File: config.mk
export PLATFORM = sky130hd
export DESIGN_NAME = fsm_bus_responder
export DESIGN_NICKNAME = d
export VERILOG_FILES = /design/src/rtl/fsm_bus_responder.sv
export SDC_FILE = /design/constraint.sdc
export NUM_CORES = 1
export LEC_CHECK = 0
export CAP_MARGIN = 20
export CORE_ASPECT_RATIO = 1.25
export CORE_MARGIN = 3
export CORE_UTILIZATION = 35
export CTS_BUF_LIST = sky130_fd_sc_hd__clkbuf_16
export DETAILED_ROUTE_END_ITERATION = 8
export PLACE_DENSITY = 0.51
export SLEW_MARGIN = 20
export SYNTH_ARGS = -nofsm -noshare
export SYNTH_HDL_FRONTEND = slang
export SYNTH_SLANG_ARGS = --single-unit
File: constraint.sdc
create_clock -name i_clk -period 7 [get_ports i_clk]
set_clock_uncertainty 0.2 [all_clocks]
set_input_delay 1.4 -clock i_clk [delete_from_list [all_inputs] [get_ports i_clk]]
set_output_delay 1.4 -clock i_clk [all_outputs]
set_load 0.01 [all_outputs]
File: src/rtl/fsm_bus_responder.sv
// fsm_bus_responder: single-slave bus responder with WAIT_CYCLES wait states and DEPTH-word storage.
// Optional feature macro: BUS_RESP_ERR_EN adds the o_err out-of-range flag.
`default_nettype none

module fsm_bus_responder #(
  parameter int WAIT_CYCLES = 2,
  parameter int ADDR_W      = 4,
  parameter int DATA_W      = 8,
  parameter int DEPTH       = 12
) (
  input  logic              i_clk,
  input  logic              i_rst_n,
  input  logic              i_sel,
  input  logic              i_write,
  input  logic [ADDR_W-1:0] i_addr,
  input  logic [DATA_W-1:0] i_wdata,
  output logic [DATA_W-1:0] o_rdata,
  output logic              o_ok,
`ifdef BUS_RESP_ERR_EN
  output logic              o_err,
`endif
  output logic [2:0]        o_stat_current
);

  typedef enum logic [2:0] {
    ST_RST  = 3'b000,
    ST_IDLE = 3'b001,
    ST_BUSY = 3'b010,
    ST_ACK  = 3'b011
  } state_t;

  localparam logic [3:0]      WAIT_LD = 4'(WAIT_CYCLES);
  localparam logic [ADDR_W:0] DEPTH_L = (ADDR_W + 1)'(DEPTH);

  state_t            state;
  logic [3:0]        wait_cnt;
  logic              cap_write;
  logic [ADDR_W-1:0] cap_addr;
  logic [DATA_W-1:0] cap_wdata;
  logic [DATA_W-1:0] mem [DEPTH];
  logic              in_range;

  // One extra bit so DEPTH == 2**ADDR_W compares correctly.
  assign in_range       = ({1'b0, cap_addr} < DEPTH_L);
  assign o_stat_current = state;

  always_ff @(posedge i_clk or negedge i_rst_n) begin
    if (!i_rst_n) begin
      state     <= ST_RST;
      wait_cnt  <= '0;
      cap_write <= 1'b0;
      cap_addr  <= '0;
      cap_wdata <= '0;
      o_ok      <= 1'b0;
      o_rdata   <= '0;
`ifdef BUS_RESP_ERR_EN
      o_err     <= 1'b0;
`endif
      for (int i = 0; i < DEPTH; i++) begin
        mem[i] <= '0;
      end
    end else begin
      o_ok  <= 1'b0;
`ifdef BUS_RESP_ERR_EN
      o_err <= 1'b0;
`endif
      case (state)
        ST_RST: state <= ST_IDLE;
        ST_IDLE: begin
          if (i_sel) begin
            cap_write <= i_write;
            cap_addr  <= i_addr;
            cap_wdata <= i_wdata;
            wait_cnt  <= WAIT_LD;
            state     <= ST_BUSY;
          end
        end
        ST_BUSY: begin
          if (wait_cnt == 4'd0) begin
            state <= ST_ACK;
            o_ok  <= 1'b1;
`ifdef BUS_RESP_ERR_EN
            o_err <= ~in_range;
`endif
            // Out-of-range writes are dropped; out-of-range reads return zero.
            if (cap_write) begin
              if (in_range) begin
                mem[cap_addr] <= cap_wdata;
              end
            end else begin
              o_rdata <= in_range ? mem[cap_addr] : '0;
            end
          end else begin
            wait_cnt <= wait_cnt - 4'd1;
          end
        end
        ST_ACK:  state <= ST_IDLE;
        default: state <= ST_IDLE;
      endcase
    end
  end

endmodule

`default_nettype wire

==> results_tabular.tex, run 1 <==
\begin{tabular}{lr}
\hline
Metric & Value \\
\hline
\multicolumn{2}{l}{\textbf{STA}} \\
Headroom to the max-slew limit & 36.3\% \\
Unrepaired setup endpoints after global routing & false \\
Minimum period implied by the final worst setup slack & 3130 ps \\
Pin slew with the least headroom to its limit & 950 ps \\
Slew Viols, Final & 0 \\
Highest Clock Rate & 319 MHz \\
Number of hold violations in the final report & 0 \\
Ratio of final minimum period to clock period & 44.8\% \\
Setup TNS after final layout & 0 ps \\
Setup violation total in the final timing report & 0 \\
\multicolumn{2}{l}{\textbf{Die}} \\
Core Rows & 51 \\
Chip width & 119 um \\
DIE AREA & 17600 um\^{}2 \\
Initial cell density of the core & 35.9\% \\
Count of pins on the block boundary & 28 \\
Die span in y & 148 um \\
Core area & 15600 um\^{}2 \\
\multicolumn{2}{l}{\textbf{Pwr}} \\
Overall power & 2.48 mW \\
Leakage power summed over all cells & 3.07 nW \\
Largest voltage drop on the vdd net & 327 uV \\
Pwr/cell area & 372 nW/um\^{}2 \\
\multicolumn{2}{l}{\textbf{Critical path}} \\
Launching instance or port of the critical path & wait\_cnt[0] \\
Crit path capture type & register \\
Crit path arrival time & 3230 ps \\
Required time of the critical path & 7090 ps \\
Destination of the critical timing path & mem[69] \\
Peak fanout along the critical path & 10 \\
Reg-to-Reg Start & wait\_cnt[0] \\
Reg2Reg Setup Slack & 3870 ps \\
Type of origin of the critical path & register \\
End of the worst register-to-register path & mem[69] \\
Startpoint-to-endpoint class of the critical path & reg2reg \\
Number of cell instances on the worst register-to-register path & 6 \\
\multicolumn{2}{l}{\textbf{Global routing}} \\
Via count of the first global-routing pass & 3350 \\
Total routing usage reported by global routing & 14.7\% \\
Initial antenna violation count & 0 \\
Overflow after GRT & 0 \\
Maximum number of pins on one net before global-route repair & 83 \\
Wire length of the first global-routing pass & 19.3 mm \\
\multicolumn{2}{l}{\textbf{Logic synthesis}} \\
Number of warnings printed during yosys synthesis & 0 \\
Ys async rst share & 100\% \\
Number of synthesized flops with an enable pin & 0 \\
Synthesized instance count & 370 \\
Mean instance size in the synthesized netlist & 15.2 um\^{}2 \\
Largest family of logic cells by synthesized area & multiplexers \\
Number of different library cells in the post-synthesis netlist & 34 \\
Post-synthesis instance area & 5610 um\^{}2 \\
Post-synthesis share of cell area spent on and, or, nand and nor gates & 4.75\% \\
Register bit count reported by yosys & 124 \\
Ys flop type & sky130\_fd\_sc\_hd\_\_dfrtp\_1 \\
Proportion of synthesized area in mux cells & 33.5\% \\
Share of the synthesized netlist area taken by xor and xnor gates & 0\% \\
Compound-cell area share of the yosys netlist & 3.23\% \\
Synth Net Count & 390 \\
Sequential fraction of the synthesis area & 55.3\% \\
Adder-cell share of the synthesized area & 0.891\% \\
\multicolumn{2}{l}{\textbf{Clock network}} \\
Post-CTS sizing & 0 \\
Hold buffer count at cts & 0 \\
H-tree levels & 4 \\
Post-CTS Setup Repair Bufs & 0 \\
Total number of clock tree sinks & 124 \\
Buffer depth of the longest clock path & 2 \\
Register clock-pin slew on the reported worst setup and hold paths & 50 ps \\
TritonCTS clock tree & built \\
Root buf cell & sky130\_fd\_sc\_hd\_\_clkbuf\_16 \\
Number of buffers inserted during clock tree synthesis & 17 \\
Insertion delay to the later sink of the worst-skew pair & 410 ps \\
\multicolumn{2}{l}{\textbf{Routing}} \\
Remaining DRCs & 0 \\
TritonRoute pass-1 iters & 4 \\
Count of routing violations after the opening detailed-route iteration & 150 \\
DRT antenna net count & 0 \\
Total via count in the routed design & 3165 \\
Avg Vias per Cell & 5.10 \\
DRT Wirelength & 12.1 mm \\
Average wire per cell in the routed design & 19.5 um \\
\multicolumn{2}{l}{\textbf{Hold path}} \\
Classification of the worst-slack hold path & reg2reg \\
\multicolumn{2}{l}{\textbf{Placement}} \\
\# port buffers & 26 \\
Final RePlAce weighted congestion & 0.741 \\
DP Wirelength & 7.67 mm \\
Placed cell count & 588 \\
\multicolumn{2}{l}{\textbf{Final layout}} \\
Number of nets in the final layout & 415 \\
Layout Cells excl Fill & 620 \\
Proportion of layout cells with a drive suffix above 1 & 43.4\% \\
Relative area change from synthesis to final layout & 18.7\% \\
Number of diodes added for antenna fixing & 0 \\
\multicolumn{2}{l}{\textbf{Outcome}} \\
Result of the run & finished, final reports clean \\
\multicolumn{2}{l}{\textbf{Job}} \\
Max cap viols & 0 \\
\hline
\end{tabular}
## stage by stage
stage               setup slack, ps  util [%]  hold slack (ps)  cell area, um^2
CTS                            3740      42.6              302             6660
detailed placement             3740      38.8              285             6060
global placement               3800      38.8              277             6060
global route                   3730      42.6              311             6670
floorplan                      4450         -              275             5610
finish                         3870      42.6              293             6670
## how the worst min path moves through the flow
stage,slack [ps],endpoint,startpoint,depth (start not counted)
3_3_place_gp,280,o_rdata[1],o_rdata[1],1
6_report,290,o_rdata[1],o_rdata[1],1
2_1_floorplan,270,mem[72],mem[72],1
4_1_cts,300,o_rdata[4],o_rdata[4],1
5_1_grt,310,mem[60],mem[60],1
3_5_place_dp,290,o_rdata[4],o_rdata[4],1
## sequential cells by signal (all words and copies together) (netlist names)
signal          count
cap_write           1
cap_wdata           8
mem                96
wait_cnt            4
o_rdata             8
o_stat_current      2
o_ok                1
cap_addr            4
## layout by cell type (no fill, tap or decap), types with 2 or more instances in the layout
master	instances
sky130_fd_sc_hd__nand2_1	13
sky130_fd_sc_hd__o21ai_0	3
sky130_fd_sc_hd__mux2_2	109
sky130_fd_sc_hd__dfrtp_1	124
sky130_fd_sc_hd__nand3_1	5
sky130_fd_sc_hd__mux4_2	24
sky130_fd_sc_hd__nor2b_1	2
sky130_fd_sc_hd__clkbuf_16	17
sky130_fd_sc_hd__clkinvlp_4	2
sky130_fd_sc_hd__ha_1	4
sky130_fd_sc_hd__buf_4	5
sky130_fd_sc_hd__and2_1	2
sky130_fd_sc_hd__clkdlybuf4s50_1	25
sky130_fd_sc_hd__inv_1	5
sky130_fd_sc_hd__nand2b_1	3
sky130_fd_sc_hd__o211ai_1	8
sky130_fd_sc_hd__mux2i_1	11
sky130_fd_sc_hd__nor2_2	3
sky130_fd_sc_hd__nor3_2	2
sky130_fd_sc_hd__nand3b_2	2
sky130_fd_sc_hd__nor2_1	4
sky130_fd_sc_hd__bufinv_16	4
sky130_fd_sc_hd__o21a_1	8
sky130_fd_sc_hd__a22o_1	3
sky130_fd_sc_hd__clkinv_1	3
sky130_fd_sc_hd__clkinv_2	4
## cells in the mapped netlist, types with 4 or more instances
cell	count	share of area, %
sky130_fd_sc_hd__mux2_2	109	22
sky130_fd_sc_hd__nor2_1	4	0.27
sky130_fd_sc_hd__clkbuf_1	9	0.60
sky130_fd_sc_hd__inv_1	4	0.27
sky130_fd_sc_hd__mux4_2	24	9.6
sky130_fd_sc_hd__nand2_1	13	0.87
sky130_fd_sc_hd__ha_1	4	0.89
sky130_fd_sc_hd__dfrtp_1	124	55
sky130_fd_sc_hd__mux2i_1	11	2.0
sky130_fd_sc_hd__nand3_1	5	0.45
sky130_fd_sc_hd__buf_2	12	1.1
sky130_fd_sc_hd__o21a_1	8	1.1
sky130_fd_sc_hd__o211ai_1	8	1.1
## where the power goes
| group | switching (mW) | total, mW | leakage (nW) | internal (mW) |
|---|---|---|---|---|
| Clock | 0.311 | 0.899 | 0.297 | 0.588 |
| Combinational | 0.271 | 0.569 | 1.10 | 0.297 |
| Sequential | 0.166 | 1.02 | 1.68 | 0.850 |
| Total | 0.748 | 2.48 | 3.07 | 1.73 |
## kinds of logic after synthesis
logic type                 Yosys count
AOI/OAI and AO/OA                   25
adders and majority gates            4
buffers and inverters               29
DFF                                124
muxes                              144
other                                1
and+or+nand+nor                     43
## cell type report
class                           instances  area [um^2]
Clock inverter                         15          179
Fill cell                            1451         8970
Inverter                                4         15.0
Clock buffer                           17          425
Tap cell                              212          265
Timing Repair Buffer                   31          299
Multi-Input combinational cell        217         2380
Sequential cell                       124         3100
## worst max-delay path, stage by stage (launching register included)
cell	delay (ps)
sky130_fd_sc_hd__dfrtp_1	390
sky130_fd_sc_hd__inv_1	120
sky130_fd_sc_hd__ha_1	170
sky130_fd_sc_hd__or3b_1	540
sky130_fd_sc_hd__nor4b_4	410
sky130_fd_sc_hd__nor2b_1	780
sky130_fd_sc_hd__mux2_2	410
## routing by layer
metal | track usage [%] | wire length (um) | vias to the layer above
met2 | 24.2 | 6140 | 45
met1 | 18.5 | 5380 | 1682
li1 | - | - | 1420
met3 | 3.64 | 355 | 18
met5 | 0 | 0 | -
met4 | 6.09 | 247 | 0
(Power assumes the default switching activity.)
==> inputs of run 2 (changes only) <==
Settings changed: PLACE_DENSITY 0.51 to 0.53.
Clock period 7 ns to 2.77 ns, I/O delays scaled along.
==> results_tabular.tex, run 2 (synthesized netlist as in run 1, its figures left out) <==
\begin{tabular}{lr}
\hline
Metric & Value \\
\hline
\multicolumn{2}{l}{\textbf{Global routing}} \\
Via count of the first global-routing pass & 3403 (was 3350) \\
Maximum number of pins on one net before global-route repair & 48 (was 83) \\
Wire length of the first global-routing pass & 19.3 mm (about the same) \\
Initial antenna violation count & 0 (unchanged) \\
Total routing usage reported by global routing & 14.5\% (was 14.7\%) \\
Overflow after GRT & 0 (unchanged) \\
\multicolumn{2}{l}{\textbf{Final layout}} \\
Flip-flop count of the largest register after layout & 96 (unchanged) \\
Layout Cells excl Fill & 638 (was 620) \\
Number of nets in the final layout & 434 (was 415) \\
Number of diodes added for antenna fixing & 0 (unchanged) \\
Cell area after layout & 6790 um\^{}2 (was 6670 um\^{}2) \\
Most frequent cells in the layout & 124 x sky130\_fd\_sc\_hd\_\_dfrtp\_1, 109 x sky130\_fd\_sc\_hd\_\_mux2\_2, 25 x sky130\_fd\_sc\_hd\_\_clkdlybuf4s50\_1 (unchanged) \\
Proportion of layout cells with a drive suffix above 1 & 44.8\% (was 43.4\%) \\
Most frequent standard cell in the layout excluding fill and tap cells & sky130\_fd\_sc\_hd\_\_dfrtp\_1 (unchanged) \\
Largest Register & mem (unchanged) \\
Finished Core Util & 43.4\% (was 42.6\%) \\
Largest registers & mem (96), cap\_wdata (8), o\_rdata (8) (unchanged) \\
Relative area change from synthesis to final layout & 21.0\% (was 18.7\%) \\
\multicolumn{2}{l}{\textbf{Hold path}} \\
Classification of the worst-slack hold path & reg2reg (unchanged) \\
\multicolumn{2}{l}{\textbf{Critical path}} \\
Crit path arrival time & 2590 ps (was 3230 ps) \\
Peak fanout along the critical path & 8 (was 10) \\
Type of origin of the critical path & register (unchanged) \\
Crit path capture type & register (unchanged) \\
Startpoint-to-endpoint class of the critical path & reg2reg (unchanged) \\
Required time of the critical path & 2860 ps (was 7090 ps) \\
\multicolumn{2}{l}{\textbf{Die}} \\
Chip width & 119 um (unchanged) \\
Core area & 15600 um\^{}2 (unchanged) \\
Count of pins on the block boundary & 28 (unchanged) \\
DIE AREA & 17600 um\^{}2 (unchanged) \\
Die span in y & 148 um (unchanged) \\
Initial cell density of the core & 35.9\% (unchanged) \\
Core Rows & 51 (unchanged) \\
\multicolumn{2}{l}{\textbf{Routing}} \\
DRT antenna net count & 0 (unchanged) \\
DRT Wirelength & 11.9 mm (was 12.1 mm) \\
Count of routing violations after the opening detailed-route iteration & 139 (was 150) \\
Total via count in the routed design & 3195 (was 3165) \\
TritonRoute pass-1 iters & 6 (was 4) \\
Remaining DRCs & 0 (unchanged) \\
Avg Vias per Cell & 5.01 (was 5.10) \\
Average wire per cell in the routed design & 18.7 um (was 19.5 um) \\
\multicolumn{2}{l}{\textbf{Placement}} \\
Pre-CTS setup slack & 283 ps (was 3740 ps) \\
Final RePlAce weighted congestion & 0.753 (was 0.741) \\
DP Wirelength & 8.06 mm (was 7.67 mm) \\
\# port buffers & 26 (unchanged) \\
Dpl cell area & 6220 um\^{}2 (was 6060 um\^{}2) \\
Placed cell count & 606 (was 588) \\
\multicolumn{2}{l}{\textbf{STA}} \\
Setup TNS after final layout & 0 ps (unchanged) \\
Slew Viols, Final & 0 (unchanged) \\
Ratio of final minimum period to clock period & 90.2\% (was 44.8\%) \\
Final critical-path setup slack & 273 ps (was 3870 ps) \\
Minimum period implied by the final worst setup slack & 2500 ps (was 3130 ps) \\
Unrepaired setup endpoints after global routing & false (unchanged) \\
Number of hold violations in the final report & 0 (unchanged) \\
Worst Hold Margin & 286 ps (was 293 ps) \\
Setup violation total in the final timing report & 0 (unchanged) \\
Highest Clock Rate & 400 MHz (was 319 MHz) \\
Headroom to the max-slew limit & 56.7\% (was 36.3\%) \\
Pin slew with the least headroom to its limit & 650 ps (was 950 ps) \\
\multicolumn{2}{l}{\textbf{Clock network}} \\
TritonCTS clock tree & built (unchanged) \\
Buffer depth of the longest clock path & 2 (unchanged) \\
Post-CTS sizing & 0 (unchanged) \\
Insertion delay to the later sink of the worst-skew pair & 410 ps (about the same) \\
Register clock-pin slew on the reported worst setup and hold paths & 50 ps (about the same) \\
Number of buffers inserted during clock tree synthesis & 17 (unchanged) \\
H-tree levels & 4 (unchanged) \\
Total number of clock tree sinks & 124 (unchanged) \\
Root buf cell & sky130\_fd\_sc\_hd\_\_clkbuf\_16 (unchanged) \\
\multicolumn{2}{l}{\textbf{Pwr}} \\
Pwr/cell area & 915 nW/um\^{}2 (was 372 nW/um\^{}2) \\
Overall power & 6.22 mW (was 2.48 mW) \\
Leakage power summed over all cells & 3.17 nW (was 3.07 nW) \\
Largest voltage drop on the vdd net & 512 uV (was 327 uV) \\
\multicolumn{2}{l}{\textbf{Outcome}} \\
Result of the run & finished, final reports clean (unchanged) \\
\multicolumn{2}{l}{\textbf{Job}} \\
Max cap viols & 0 (unchanged) \\
\hline
\end{tabular}
## run 2: cell types whose count changed in the layout (fill, tap and decap cells not counted), sizes merged
cell         previous run  this run
buf                     6        24
inv                     6         8
bufinv                  4         3
clkinv                  7         6
clkinvlp                2         1
dlygate4sd3             0         1
## run 2: layout make-up
class                      instances  area (um^2)
fill                            1411         8840
sequential                       124         3100
multi-input combinational        217         2380
timing repair buffer              50          465
clock buffer                      17          425
tap                              212          265
clock inverter                    14          139
inverter                           4         15.0
## run 2: worst max-delay path: stages (launching register included)
cell and delay [ps]:
sky130_fd_sc_hd__dfrtp_1 390, sky130_fd_sc_hd__inv_1 130, sky130_fd_sc_hd__ha_1 170, sky130_fd_sc_hd__or3b_1 410
sky130_fd_sc_hd__nor4b_4 380, sky130_fd_sc_hd__nor2b_1 180, sky130_fd_sc_hd__buf_4 180, sky130_fd_sc_hd__mux2_2 340
## run 2: path summary, 6_finish.rpt
kind | to | slack (ps) | startpoint | cells after the start
max in group asynchronous | o_rdata[5] | 1110 | i_rst_n | 3
min | o_rdata[3] | 290 | o_rdata[3] | 1
min reg2reg | o_rdata[3] | 290 | o_rdata[3] | 1
max | mem[65] | 270 | wait_cnt[0] | 7
min in group asynchronous | mem[2] | 520 | i_rst_n | 2
max reg2reg | mem[65] | 270 | wait_cnt[0] | 7
## run 2: report_power, final
| part | internal, mW | switching, mW |
|---|---|---|
| combinational | 0.820 | 0.712 |
| sequential | 2.15 | 0.420 |
| clock | 1.38 | 0.741 |
| total | 4.35 | 1.87 |
## run 2: metal layers
layer	up-vias	track usage (%)	wire [um]
li1	1451	-	-
met1	1676	18.0	5250
met2	57	24.0	6060
met3	11	4.36	445
met4	0	5.39	154
met5	-	0	0
## run 2: what timing repair did
action                                  in CTS  in global routing
setup buffers                                0                  0
hold buffers                                 1                  0
endpoints found under the hold margin       43                  0
endpoints found under the setup margin       0                  0
==> inputs of run 3 (changes only) <==
Settings changed: CORE_UTILIZATION 35 to 45, PLACE_DENSITY 0.53 to 0.65, REMOVE_ABC_BUFFERS set to 1, SKIP_LAST_GASP set to 1.
==> results_tabular.tex, run 3 (synthesized netlist as in run 1, its figures left out) <==
\begin{tabular}{lr}
\hline
Metric & Value \\
\hline
\multicolumn{2}{l}{\textbf{Outcome}} \\
Result of the run & finished, final reports clean (unchanged) \\
\multicolumn{2}{l}{\textbf{Die}} \\
DIE AREA & 13900 um\^{}2 (was 17600 um\^{}2) \\
Die span in y & 131 um (was 148 um) \\
Core Rows & 45 (was 51) \\
Core area & 12200 um\^{}2 (was 15600 um\^{}2) \\
Chip width & 106 um (was 119 um) \\
Initial cell density of the core & 46.2\% (was 35.9\%) \\
Count of pins on the block boundary & 28 (unchanged) \\
\multicolumn{2}{l}{\textbf{Routing}} \\
Detailed route wirelength on metal2 & 6.03 mm (was 6.06 mm) \\
Remaining DRCs & 0 (unchanged) \\
DRT Wirelength & 11.8 mm (was 11.9 mm) \\
Highest signal layer in the routed design & met4 (unchanged) \\
DRT antenna net count & 0 (unchanged) \\
Detailed route wirelength on metal3 & 241 um (was 445 um) \\
Total via count in the routed design & 3218 (was 3195) \\
M1 wire length & 5.30 mm (was 5.25 mm) \\
Count of routing violations after the opening detailed-route iteration & 148 (was 139) \\
Average wire per cell in the routed design & 20.0 um (was 18.7 um) \\
Avg Vias per Cell & 5.45 (was 5.01) \\
TritonRoute pass-1 iters & 4 (was 6) \\
\multicolumn{2}{l}{\textbf{STA}} \\
Unrepaired setup endpoints after global routing & false (unchanged) \\
Setup TNS after final layout & 0 ps (unchanged) \\
Highest Clock Rate & 387 MHz (was 400 MHz) \\
Ratio of final minimum period to clock period & 93.3\% (was 90.2\%) \\
Headroom to the max-slew limit & 56.0\% (was 56.7\%) \\
Minimum period implied by the final worst setup slack & 2580 ps (was 2500 ps) \\
Pin slew with the least headroom to its limit & 660 ps (was 650 ps) \\
Setup violation total in the final timing report & 0 (unchanged) \\
Number of hold violations in the final report & 0 (unchanged) \\
Slew Viols, Final & 0 (unchanged) \\
\multicolumn{2}{l}{\textbf{Critical path}} \\
Launching instance or port of the critical path & wait\_cnt[0] (unchanged) \\
Number of cell instances on the worst register-to-register path & 6 (was 7) \\
Startpoint-to-endpoint class of the critical path & reg2reg (unchanged) \\
Crit path buf inv count & 1 (was 2) \\
Peak fanout along the critical path & 8 (unchanged) \\
End of the worst register-to-register path & mem[50] (was mem[65]) \\
Stages on the worst setup path & 6 (was 7) \\
Sequence of cells on the critical path & inv\_1 -> ha\_1 -> nor3b\_1 -> nand4b\_1 -> nor2\_2 -> mux2\_2 (was inv\_1 -> ha\_1 -> or3b\_1 -> nor4b\_4 -> nor2b\_1 -> buf\_4 -> mux2\_2) \\
Max stage delay on crit path & 550 ps (was 410 ps) \\
Required time of the critical path & 2860 ps (about the same) \\
Crit path arrival time & 2670 ps (was 2590 ps) \\
Slowest cell on crit path & sky130\_fd\_sc\_hd\_\_nor2\_2 (was sky130\_fd\_sc\_hd\_\_or3b\_1) \\
Reg2Reg Setup Slack & 190 ps (was 270 ps) \\
Cell family with most CP delay & simple AND/OR/NAND/NOR gates (unchanged) \\
Type of origin of the critical path & register (unchanged) \\
Reg-to-Reg Start & wait\_cnt[0] (unchanged) \\
Crit path capture type & register (unchanged) \\
\multicolumn{2}{l}{\textbf{Final layout}} \\
Most frequent standard cell in the layout excluding fill and tap cells & sky130\_fd\_sc\_hd\_\_dfrtp\_1 (unchanged) \\
Largest Register & mem (unchanged) \\
Filler cell count in the final layout & 1014 (was 1411) \\
Layout Cells excl Fill & 590 (was 638) \\
Relative area change from synthesis to final layout & 20.3\% (was 21.0\%) \\
Largest registers & mem (96), cap\_wdata (8), o\_rdata (8) (unchanged) \\
Most frequent cells in the layout & 124 x sky130\_fd\_sc\_hd\_\_dfrtp\_1, 109 x sky130\_fd\_sc\_hd\_\_mux2\_2, 25 x sky130\_fd\_sc\_hd\_\_clkdlybuf4s50\_1 (unchanged) \\
Number of nets in the final layout & 433 (was 434) \\
Number of diodes added for antenna fixing & 0 (unchanged) \\
Flip-flop count of the largest register after layout & 96 (unchanged) \\
Proportion of layout cells with a drive suffix above 1 & 44.4\% (was 44.8\%) \\
\multicolumn{2}{l}{\textbf{Pwr}} \\
Pwr/cell area & 925 nW/um\^{}2 (was 915 nW/um\^{}2) \\
Largest voltage drop on the vdd net & 561 uV (was 512 uV) \\
Overall power & 6.25 mW (was 6.22 mW) \\
Leakage power summed over all cells & 3.18 nW (was 3.17 nW) \\
\multicolumn{2}{l}{\textbf{Hold path}} \\
Classification of the worst-slack hold path & reg2reg (unchanged) \\
Cell depth of the worst hold path & 1 (unchanged) \\
Worst hold endpoint & o\_rdata[5] (was o\_rdata[3]) \\
Hold\_sp & o\_rdata[5] (was o\_rdata[3]) \\
\multicolumn{2}{l}{\textbf{Global routing}} \\
Via count of the first global-routing pass & 3523 (was 3403) \\
Wire length of the first global-routing pass & 19.3 mm (about the same) \\
Maximum number of pins on one net before global-route repair & 52 (was 48) \\
Overflow after GRT & 0 (unchanged) \\
Initial antenna violation count & 0 (unchanged) \\
Total routing usage reported by global routing & 18.7\% (was 14.5\%) \\
\multicolumn{2}{l}{\textbf{Job}} \\
Max cap viols & 0 (unchanged) \\
\multicolumn{2}{l}{\textbf{Clock network}} \\
Number of buffers inserted during clock tree synthesis & 17 (unchanged) \\
Hold buffer count at cts & 1 (unchanged) \\
Post-CTS Setup Repair Bufs & 0 (unchanged) \\
Insertion delay to the later sink of the worst-skew pair & 410 ps (about the same) \\
TritonCTS clock tree & built (unchanged) \\
Root buf cell & sky130\_fd\_sc\_hd\_\_clkbuf\_16 (unchanged) \\
Register clock-pin slew on the reported worst setup and hold paths & 50 ps (about the same) \\
Post-CTS sizing & 0 (unchanged) \\
Buffer depth of the longest clock path & 2 (unchanged) \\
Total number of clock tree sinks & 124 (unchanged) \\
H-tree levels & 4 (unchanged) \\
\multicolumn{2}{l}{\textbf{Placement}} \\
\# port buffers & 26 (unchanged) \\
DP Wirelength & 7.75 mm (was 8.06 mm) \\
Final RePlAce weighted congestion & 0.739 (was 0.753) \\
Placed cell count & 557 (was 606) \\
\hline
\end{tabular}
## run 3: how the worst max path moves through the flow
stage / endpoint / slack, ps
6_report: mem[50] / 190
5_1_grt: mem[49] / 30
4_1_cts: mem[50] / 170
3_5_place_dp: mem[53] / 180
3_3_place_gp: mem[48] / 260
2_1_floorplan: mem[64] / 130
## run 3: worst reg2reg max path: stages (launching register included)
cell,delay [ps]
sky130_fd_sc_hd__dfrtp_1,390
sky130_fd_sc_hd__inv_1,130
sky130_fd_sc_hd__ha_1,170
sky130_fd_sc_hd__nor3b_1,310
sky130_fd_sc_hd__nand4b_1,320
sky130_fd_sc_hd__nor2_2,550
sky130_fd_sc_hd__mux2_2,410
## run 3: routing by layer
metal / global-route usage [%] / vias to the layer above
met1: 23.8 / 1710
met2: 32.1 / 41
met3: 3.78 / 20
met5: 0 / -
met4: 6.94 / 0
li1: - / 1447
## run 3: power breakdown
group | switching, mW | total [mW] | leakage (nW) | internal (mW)
sequential | 0.407 | 2.56 | 1.68 | 2.15
clock | 0.747 | 2.12 | 0.293 | 1.38
combinational | 0.726 | 1.57 | 1.21 | 0.839
total | 1.88 | 6.25 | 3.18 | 4.37
## run 3: final cells by class
type	count	area, um^2	area share, %
Tap cell	164	205	3.04
Clock buffer	17	425	6.30
Inverter	4	15.0	0.222
Clock inverter	15	141	2.09
Timing Repair Buffer	49	483	7.15
Sequential cell	124	3100	46.0
Multi-Input combinational cell	217	2380	35.2
## run 3: per-stage QoR
step	util, %	setup slack, ps	area, um^2	hold WS, ps
after global routing	55.5	27.2	6750	313
after floorplan	-	131	5500	58.4
final	55.5	186	6750	291
after detailed placement	50.8	179	6180	280
after CTS	55.5	171	6750	292
after global placement	50.8	264	6180	278
